--- src/rtl/uart_pkg.sv ---
// Shared types and constants for the arbitrated UART transmitter.
//
// Contents:
//   BAUD_DIV_9600   - divider for 9600 baud from a 50 MHz clock
//   BAUD_DIV_115200 - divider for 115200 baud from a 50 MHz clock
//   uart_state_e    - transmitter frame state
//   cnt_width()     - bits needed to hold a count of 0..max_val (minimum 1)
//
// The PARITY state is only reachable when UART_TX_PARITY_EN is defined.

package uart_pkg;

  localparam int unsigned BAUD_DIV_9600   = 5207;
  localparam int unsigned BAUD_DIV_115200 = 433;

  typedef enum logic [2:0] {
    StIdle,
    StStart,
    StData,
    StParity,
    StStop
  } uart_state_e;

  function automatic int unsigned cnt_width(input int unsigned max_val);
    return (max_val < 1) ? 1 : $clog2(max_val + 1);
  endfunction

endpackage

--- src/rtl/uart_baud_tick.sv ---
// Baud-rate counter: counts 0..BAUD_DIV while enabled and pulses o_tick for
// the single cycle in which the count sits at BAUD_DIV, wrapping to 0 on the
// same edge so every bit period starts from a clean count.
//
// Ports:
//   i_clk    - clock
//   i_rst_n  - asynchronous active-low reset
//   i_clear  - synchronous clear, holds the count at 0 (has priority)
//   i_enable - advance the count
//   o_tick   - last cycle of the current bit period

module uart_baud_tick
  import uart_pkg::*;
#(
  parameter int unsigned BAUD_DIV = BAUD_DIV_9600
) (
  input  logic i_clk,
  input  logic i_rst_n,
  input  logic i_clear,
  input  logic i_enable,
  output logic o_tick
);

  localparam int unsigned CntW = cnt_width(BAUD_DIV);

  logic [CntW-1:0] r_count;
  logic            w_at_max;

  assign w_at_max = (r_count == CntW'(BAUD_DIV));
  assign o_tick   = i_enable && w_at_max;

  always_ff @(posedge i_clk or negedge i_rst_n) begin
    if (!i_rst_n) begin
      r_count <= '0;
    end else if (i_clear) begin
      r_count <= '0;
    end else if (i_enable) begin
      r_count <= w_at_max ? '0 : r_count + 1'b1;
    end
  end

endmodule

--- src/rtl/uart_tx_arbiter.sv ---
// Two-requester UART transmitter. Requester 0 (core stdout) and requester 1
// (debug/status) share one serial line; contention is resolved round-robin
// against the most recently granted requester. Frames are 1 start bit,
// DATA_BITS payload bits LSB first, optional even parity, 1 stop bit.
//
// Ports:
//   clk            - clock, all state changes on its rising edge
//   nRst           - asynchronous active-low reset
//   req0_valid_i   - requester 0 has a byte
//   req0_data_i    - requester 0 byte
//   req0_ready_o   - requester 0 byte accepted this cycle
//   req1_valid_i   - requester 1 has a byte
//   req1_data_i    - requester 1 byte
//   req1_ready_o   - requester 1 byte accepted this cycle
//   TX             - registered serial line, idle high
//   busy_o         - frame in progress
//   last_grant_o   - index of the most recently granted requester
//
// Build option: define UART_TX_PARITY_EN to add an even-parity bit between
// the payload and the stop bit.

module uart_tx_arbiter
  import uart_pkg::*;
#(
  parameter int unsigned BAUD_DIV  = BAUD_DIV_9600,
  parameter int unsigned DATA_BITS = 8
) (
  input  logic                 clk,
  input  logic                 nRst,
  input  logic                 req0_valid_i,
  input  logic [DATA_BITS-1:0] req0_data_i,
  output logic                 req0_ready_o,
  input  logic                 req1_valid_i,
  input  logic [DATA_BITS-1:0] req1_data_i,
  output logic                 req1_ready_o,
  output logic                 TX,
  output logic                 busy_o,
  output logic                 last_grant_o
);

  localparam int unsigned    BitW    = cnt_width(DATA_BITS - 1);
  localparam logic [BitW-1:0] LastBit = BitW'(DATA_BITS - 1);

  uart_state_e          r_state;
  logic [DATA_BITS-1:0] r_shift;
  logic [BitW-1:0]      r_bit_cnt;
  logic                 r_tx;
  logic                 r_busy;
  logic                 r_last_grant;
`ifdef UART_TX_PARITY_EN
  logic                 r_parity;
`endif

  logic                 w_idle;
  logic                 w_run;
  logic                 w_sel;
  logic                 w_xfer;
  logic                 w_tick;
  logic [DATA_BITS-1:0] w_data;

  assign w_idle = (r_state == StIdle);
  assign w_run  = !w_idle;

  // Single requester wins outright; on contention the one not granted last.
  always_comb begin
    w_sel = 1'b0;
    if (req0_valid_i && req1_valid_i) begin
      w_sel = ~r_last_grant;
    end else begin
      w_sel = req1_valid_i;
    end
  end

  assign req0_ready_o = w_idle && req0_valid_i && !w_sel;
  assign req1_ready_o = w_idle && req1_valid_i && w_sel;
  assign w_xfer       = req0_ready_o || req1_ready_o;
  assign w_data       = w_sel ? req1_data_i : req0_data_i;

  // Held cleared in IDLE so the start bit always gets a full period.
  uart_baud_tick #(
    .BAUD_DIV(BAUD_DIV)
  ) u_baud_tick (
    .i_clk   (clk),
    .i_rst_n (nRst),
    .i_clear (w_idle),
    .i_enable(w_run),
    .o_tick  (w_tick)
  );

  always_ff @(posedge clk or negedge nRst) begin
    if (!nRst) begin
      r_state      <= StIdle;
      r_shift      <= '0;
      r_bit_cnt    <= '0;
      r_tx         <= 1'b1;
      r_busy       <= 1'b0;
      r_last_grant <= 1'b1;
`ifdef UART_TX_PARITY_EN
      r_parity     <= 1'b0;
`endif
    end else begin
      case (r_state)
        StIdle: begin
          if (w_xfer) begin
            r_shift      <= w_data;
            r_last_grant <= w_sel;
            r_bit_cnt    <= '0;
            r_tx         <= 1'b0;
            r_busy       <= 1'b1;
`ifdef UART_TX_PARITY_EN
            r_parity     <= ^w_data;
`endif
            r_state      <= StStart;
          end
        end
        StStart: begin
          if (w_tick) begin
            // Shift register always presents the next bit at position 0.
            r_tx    <= r_shift[0];
            r_shift <= r_shift >> 1;
            r_state <= StData;
          end
        end
        StData: begin
          if (w_tick) begin
            if (r_bit_cnt == LastBit) begin
              r_bit_cnt <= '0;
`ifdef UART_TX_PARITY_EN
              r_tx      <= r_parity;
              r_state   <= StParity;
`else
              r_tx      <= 1'b1;
              r_state   <= StStop;
`endif
            end else begin
              r_bit_cnt <= r_bit_cnt + 1'b1;
              r_tx      <= r_shift[0];
              r_shift   <= r_shift >> 1;
            end
          end
        end
`ifdef UART_TX_PARITY_EN
        StParity: begin
          if (w_tick) begin
            r_tx    <= 1'b1;
            r_state <= StStop;
          end
        end
`endif
        StStop: begin
          if (w_tick) begin
            r_busy  <= 1'b0;
            r_state <= StIdle;
          end
        end
        default: begin
          r_tx    <= 1'b1;
          r_busy  <= 1'b0;
          r_state <= StIdle;
        end
      endcase
    end
  end

  assign TX           = r_tx;
  assign busy_o       = r_busy;
  assign last_grant_o = r_last_grant;

endmodule

--- config.mk ---
export PLATFORM = sky130hd
export DESIGN_NAME = uart_tx_arbiter
export DESIGN_NICKNAME = d
export VERILOG_FILES = /design/src/rtl/uart_pkg.sv /design/src/rtl/uart_baud_tick.sv /design/src/rtl/uart_tx_arbiter.sv
export SDC_FILE = /design/constraint.sdc
export NUM_CORES = 1
export LEC_CHECK = 0
export ABC_AREA = 0
export CAP_MARGIN = 40
export CELL_PAD_IN_SITES_DETAIL_PLACEMENT = 1
export CELL_PAD_IN_SITES_GLOBAL_PLACEMENT = 1
export CORE_MARGIN = 4
export CORE_UTILIZATION = 35
export CTS_CLUSTER_SIZE = 8
export DETAILED_ROUTE_END_ITERATION = 8
export GPL_TIMING_DRIVEN = 0
export HOLD_SLACK_MARGIN = 0.06
export PLACE_DENSITY_LB_ADDON = 0.25
export SYNTH_ARGS = -nofsm -noshare
export SYNTH_HDL_FRONTEND = slang
export SYNTH_SLANG_ARGS = --single-unit
--- constraint.sdc ---
create_clock -name clk -period 3.85 [get_ports clk]
set_clock_uncertainty 0.15 [all_clocks]
set_input_delay 0.9625 -clock clk [delete_from_list [all_inputs] [get_ports clk]]
set_output_delay 0.9625 -clock clk [all_outputs]
set_load 0.1 [all_outputs]
==> run metrics, run 1 <==
run status finished clean; Hold Path Sink r_shift[6]; Post-Synthesis Cells 164; CTS buffer count 5; top_reg_cell synth dfrtp_1; CTS tree yes; Vias 1,323; share of cells above drive strength 1 18.50%; Mapped Area 1665 um2; Post-Syn Nets 187; Max Freq 0.2720 GHz; Synth warnings 0; Reg-to-Reg End r_shift[7]; CP peak stage delay 530 ps; Simple-Gate Fraction of Synth Area 17.88%; final hold vios 0; family with the most delay on the worst path buffers and inverters; core area 4474 um2; Worst VDD drop 146.1 uV; DR pass1 iterations 4; dpl hpwl 2958 um; global-route wire length before repair 6831 um; Buffers on Ports 24; R2R cell count 6; Synth Area per Inst 10.15 um2; initial antenna violation count 0; Yosys reg bits 30; DR vias/cell 5.250; cell mode on critical path clkdlybuf4s50_1; Startpoint Class input port; Clock Path Buffers 2; Post-Synth Adder-Cell Area 2.254%; type of the worst min-delay path flop to flop; minimum clock period after layout 3676 ps; PwrDens 287.9 nW/um2; initial drt markers 41; Slew Viols, Final 0; r2r startpoint r_bit_cnt[0]; Worst Setup End Kind primary output; CP Cell Sequence clkdlybuf4s50_1 -> a21boi_2 -> clkbuf_8 -> nor2_1 -> clkdlybuf4s50_1 -> buf_8; share of async-settable or async-resettable flops after synthesis 100.0%; H-Tree Depth 2; critical path's slowest cell clkdlybuf4s50_1; Compound-Gate Fraction of Synth Area 10.07%; Ant. Diodes 0; worst path arrival time 2560 ps; Leak 0.9566 nW; Placer Congestion 0.8439; multiplexer share of the synthesized area 16.38%; Worst-Margin Slew 778.8 ps; crit path kind input port to primary output; Post-Synth XOR/XNOR Area 3.681%; final worst path period share 95.49%; FP Rows 24; final worst slack 173.6 ps; largest family of logic cells by synthesized area simple AND/OR/NAND/NOR gates; Final TNS setup 0 ps; largest net degree at the start of global routing 18; unrepaired setup endpoints after global routing false; post-synth cell types 39; CTS root buf clkbuf_8; number of synthesized flops with an enable pin 0; Worst-path clk slew 60 ps; most frequent cells in the layout 28 x dfrtp_1, 23 x clkdlybuf4s50_1, 16 x mux2i_1; vias in the first global route 1,493; commonest non-fill, non-tap cell in the layout dfrtp_1; final core utilization 48.27%; die footprint 5926 um2; # DRC 0; worst path buffer plus inverter count 4; Initial Utilization 37.22%; CTS Sinks 30; endpoints failing setup 0; hold path cells 1; CTS Hold Buffers Added 0; max-cap violation count 0; Wirelength per Cell 14.99 um; CP Max Fanout 3; nets@finish 224; flop2flop setup slack 1530 ps; Die Height 76.98 um; slew margin rel. 47.92%; total power 0.6217 mW; post-detailed-routing wire length 3777 um; hold_sp r_shift[6]; WP data required 2740 ps; antenna-violating nets left 0; global route overflow 0; die width 76.98 um; worst skew pair latency 280 ps; synthesis-to-layout area growth 29.68%; pre-CTS setup slack -297.8 ps; Seq/Total Area, Yosys 45.23%; Total GRT Usage 14.15%; Top Ports 25
==> registers in the layout (all words and copies together) (netlist names) <==
register and flops:
TX 1, busy_o 1, last_grant_o 1, r_bit_cnt 3, r_shift 8, r_state 3
u_baud_tick.r_count 13
==> where the power goes <==
part           switching [mW]  internal (mW)  leakage [nW]
Combinational          0.0184         0.0316         0.561
Clock                   0.109          0.138        0.0431
Sequential            0.00330          0.322         0.353
==> metrics by stage <==
stage	hold WS, ps	instances	instance area (um2)
2_1_floorplan	305.2	164	1665
3_3_place_gp	326.4	240	1971
3_5_place_dp	341.2	246	2061
4_1_cts	354.8	253	2166
5_1_grt	385.8	252	2160
6_report	350.3	252	2160
==> synthesized netlist by cell type (all sizes together) (2+ instances only) <==
cell    count  area (um2)
mux2i      16       160.2
ha          3       37.54
o21ai       6       30.03
inv        12       45.04
nand2       8       32.54
or3         4       27.52
dfstp       2       52.55
buf         3       15.01
nor4        2       12.51
nor4b       2       30.03
a21oi      11       66.32
xor2        2       17.52
nor2       14       52.55
or2         2       12.51
nor3        3       15.01
and2        2       12.51
xnor2       5       43.79
a21o        2       15.01
a21boi      2       15.02
o21a        2       15.01
nand3       7       35.03
dfrtp      28       700.7
nand2b      3       18.77
mux2       10       112.6
clkbuf      4       15.01
==> final cells by class <==
cell class | count | area [um2]
Fill cell | 504 | 2315
Buffer | 7 | 40.04
Timing Repair Buffer | 30 | 332.8
Sequential cell | 30 | 753.2
Clock buffer | 6 | 82.58
Multi-Input combinational cell | 115 | 840.8
Inverter | 12 | 45.04
Tap cell | 52 | 65.06
==> cells by family (layout without fill, tap and decap cells) <==
logic type	count (synthesis)	count (layout)
and+or+nand+nor	53	53
DFF	30	30
AOI/OAI and AO/OA	26	26
muxes	26	26
buffers and inverters	19	55
xor gates and xnor gates	7	7
adders and majority gates	3	3
==> layer usage <==
metal	part of all wire (%)	vias to the layer above	global-route usage [%]
met5	0	-	0
met4	1.3	0	5.338
met3	3.1	6	3.044
met2	52	17	24.48
met1	44	660	17.21
li1	-	640	-
==> worst max path at each step <==
stage,start,end,slack [ps],cells past startpoint
6_report,req1_valid_i,req0_ready_o,170,6
5_1_grt,req0_valid_i,req0_ready_o,90,6
4_1_cts,req1_valid_i,req1_ready_o,50,6
3_5_place_dp,req1_valid_i,req1_ready_o,-300,6
3_3_place_gp,req1_valid_i,req1_ready_o,-650,5
2_1_floorplan,req1_valid_i,req0_ready_o,130,3
==> what timing repair did <==
item / 4_1_cts / 5_1_grt
setup endpoints to repair: 2 / 1
cloned: 0 / 0
setup buffers: 1 / 0
gates resized for setup: 4 / 1
No activity file was read; power rests on OpenSTA's default activity.
==> run 2, diff against run 1 <==
--- a/config.mk
+++ b/config.mk
@@ -6,6 +6,7 @@
 export NUM_CORES = 1
 export LEC_CHECK = 0
 export ABC_AREA = 0
+export ABC_CLOCK_PERIOD_IN_PS = 3850
 export CAP_MARGIN = 40
 export CELL_PAD_IN_SITES_DETAIL_PLACEMENT = 1
 export CELL_PAD_IN_SITES_GLOBAL_PLACEMENT = 1
==> results of run 2 <==
Same layout as run 1: the final DEF is identical, and so are final timing and power.
==> run 3, diff against run 2 <==
--- a/config.mk
+++ b/config.mk
@@ -5,14 +5,13 @@
 export SDC_FILE = /design/constraint.sdc
 export NUM_CORES = 1
 export LEC_CHECK = 0
-export ABC_AREA = 0
 export ABC_CLOCK_PERIOD_IN_PS = 3850
 export CAP_MARGIN = 40
 export CELL_PAD_IN_SITES_DETAIL_PLACEMENT = 1
 export CELL_PAD_IN_SITES_GLOBAL_PLACEMENT = 1
+export CORE_ASPECT_RATIO = 1.25
 export CORE_MARGIN = 4
 export CORE_UTILIZATION = 35
-export CTS_CLUSTER_SIZE = 8
 export DETAILED_ROUTE_END_ITERATION = 8
 export GPL_TIMING_DRIVEN = 0
 export HOLD_SLACK_MARGIN = 0.06
==> run 3 against run 2 <==
  * Sequential share of layout area fell by 0.28 points
  * Highest routed layer unchanged
  * Sequential power barely moved
  * Worst hold slack gained 22 ps
  * Wire length rose by 4.1%
  * Combinational power grew 2%
  * Global-route usage about the same
  * Clock power increased by 6%
  * First-iteration DRC count decreased by 37%
  * Largest power group unchanged
==> run metrics, run 3 (same netlist as run 1, synthesis figures left out) <==
max FFs per register 13 (unchanged); DR pass1 iterations 4 (unchanged); Die Height 85.12 um (was 76.98 um); Gate power share 8.0% (about the same); WP data required 2740 ps (about the same); CTS root buf clkbuf_8 (unchanged); initial drt markers 26 (was 41); sequential power share 50.9% (was 52.3%); endpoints failing setup 0 (unchanged); Most flops, register u_baud_tick.r_count (unchanged); share of cells above drive strength 1 17.91% (was 18.50%); Post-CTS Setup Repair Bufs 0 (was 1); most frequent cells in the layout 28 x dfrtp_1, 23 x clkdlybuf4s50_1, 16 x mux2i_1 (unchanged); slew margin rel. 44.09% (was 47.92%); Worst Setup End Kind primary output (unchanged); Vias 1,335 (was 1,323); largest net degree at the start of global routing 17 (was 18); type of the worst min-delay path flop to flop (unchanged); run status finished clean (unchanged); worst path arrival time 2580 ps (was 2560 ps); H-Tree Depth 2 (unchanged); final core utilization 48.45% (was 48.27%); post-detailed-routing wire length 3930 um (was 3777 um); Slew Viols, Final 0 (unchanged); Leak 0.9616 nW (was 0.9566 nW); final hold vios 0 (unchanged); Pint 0.4981 mW (was 0.4910 mW); dpl hpwl 3025 um (was 2958 um); synthesis-to-layout area growth 30.73% (was 29.68%); nets@finish 223 (was 224); r2r startpoint r_bit_cnt[0] (unchanged); flop2flop setup slack 1520 ps (was 1530 ps); R2R cell count 6 (unchanged); Hold WS 372.2 ps (was 350.3 ps); Placer Congestion 0.7966 (was 0.8439); unrepaired setup endpoints after global routing false (unchanged); Final TNS setup 0 ps (unchanged); Clock Path Buffers 2 (unchanged); Initial Utilization 37.06% (was 37.22%); Max Freq 0.2711 GHz (was 0.2720 GHz); global-route wire length before repair 6665 um (was 6831 um); CP Max Fanout 10 (was 3); Worst-path clk slew 70 ps (was 60 ps); Total GRT Usage 14.18% (was 14.15%); global route overflow 0 (unchanged); final worst path period share 95.83% (was 95.49%); Top Ports 25 (unchanged); total power 0.6388 mW (was 0.6217 mW); # DRC 0 (unchanged); Ant. Diodes 0 (unchanged); CTS tree yes (unchanged); Buffers on Ports 24 (unchanged); initial antenna violation count 0 (unchanged); Worst-Margin Slew 836.0 ps (was 778.8 ps); Largest regs u_baud_tick.r_count x13, r_shift x8 (unchanged); vias in the first global route 1,506 (was 1,493); crit path kind input port to primary output (unchanged); Worst VDD drop 146.6 uV (was 146.1 uV); CTS Sinks 30 (unchanged); CTS buffer count 5 (unchanged); max-cap violation count 0 (unchanged); Wirelength per Cell 15.17 um (was 14.99 um); Switching Power 0.1407 mW (was 0.1307 mW); commonest non-fill, non-tap cell in the layout dfrtp_1 (unchanged); antenna-violating nets left 0 (unchanged); clock share of power 41.1% (was 39.6%); pre-CTS setup slack -336.9 ps (was -297.8 ps); final worst slack 160.7 ps (was 173.6 ps); die footprint 5932 um2 (was 5926 um2); worst skew pair latency 280 ps (about the same); core area 4493 um2 (was 4474 um2); die width 69.70 um (was 76.98 um); DR vias/cell 5.154 (was 5.250); worst setup path endpoint req0_ready_o (unchanged); switching part of the total 22.03% (was 21.02%); PwrDens 293.4 nW/um2 (was 287.9 nW/um2); Critical Path Start req0_valid_i (was req1_valid_i); FP Rows 27 (was 24); Reg-to-Reg End r_shift[7] (unchanged); minimum clock period after layout 3689 ps (was 3676 ps); Startpoint Class input port (unchanged)
[run 3: how the worst min path moves through the flow]
stage / slack, ps / startpoint / cells after the start / end
6_report: 370 / r_shift[6] / 1 / r_shift[6]
5_1_grt: 390 / last_grant_o / 1 / last_grant_o
4_1_cts: 380 / last_grant_o / 1 / last_grant_o
3_5_place_dp: 360 / r_shift[6] / 1 / r_shift[6]
3_3_place_gp: 320 / u_baud_tick.r_count[0] / 1 / u_baud_tick.r_count[0]
2_1_floorplan: 310 / u_baud_tick.r_count[0] / 1 / u_baud_tick.r_count[0]
[run 3: critical path, cell delays in order]
cell and delay, ps:
clkdlybuf4s50_1 520, a21boi_1 90, clkbuf_8 170, nor2_1 110, clkdlybuf4s50_1 520, buf_8 200
[run 3: area by class of cell]
type / instances / area, um2
buffer: 7 / 40.04
clock buffer: 7 / 86.33
clock inverter: 1 / 5.005
fill: 505 / 2316
inverter: 12 / 45.04
multi-input combinational: 115 / 837.1
sequential: 30 / 753.2
tap: 58 / 72.57
timing repair buffer: 29 / 337.8
[run 3: metal layers]
| metal | vias to the layer above | global-route usage, % | routed length, um |
|---|---|---|---|
| met5 | - | 0 | 0 |
| met1 | 667 | 14.12 | 1578 |
| li1 | 638 | - | - |
| met3 | 6 | 4.265 | 150 |
| met4 | 0 | 6.446 | 65 |
| met2 | 24 | 26.82 | 2136 |
[run 3: power groups by stage]
stage / Sequential [mW] / Clock [mW] / Combinational, mW
after detailed placement: 0.331 / 0 / 0.0512
after CTS: 0.325 / 0.271 / 0.0527
after floorplan: 0.330 / 0 / 0.0177
after global routing: 0.326 / 0.284 / 0.0562
final: 0.325 / 0.263 / 0.0510
after global placement: 0.330 / 0 / 0.0454
[run 3: repair_timing]
item | CTS | global route
hold endpoints to repair | 0 | 0
setup endpoints to repair | 2 | 0
hold buffers | 0 | 0
gates resized for setup | 4 | 0
[run 3: through the flow]
stage | std cells | instance area, um2
after global placement | 246 | 1978
after CTS | 259 | 2177
after detailed placement | 252 | 2081
after global routing | 259 | 2177
final | 259 | 2177
after floorplan | 164 | 1665
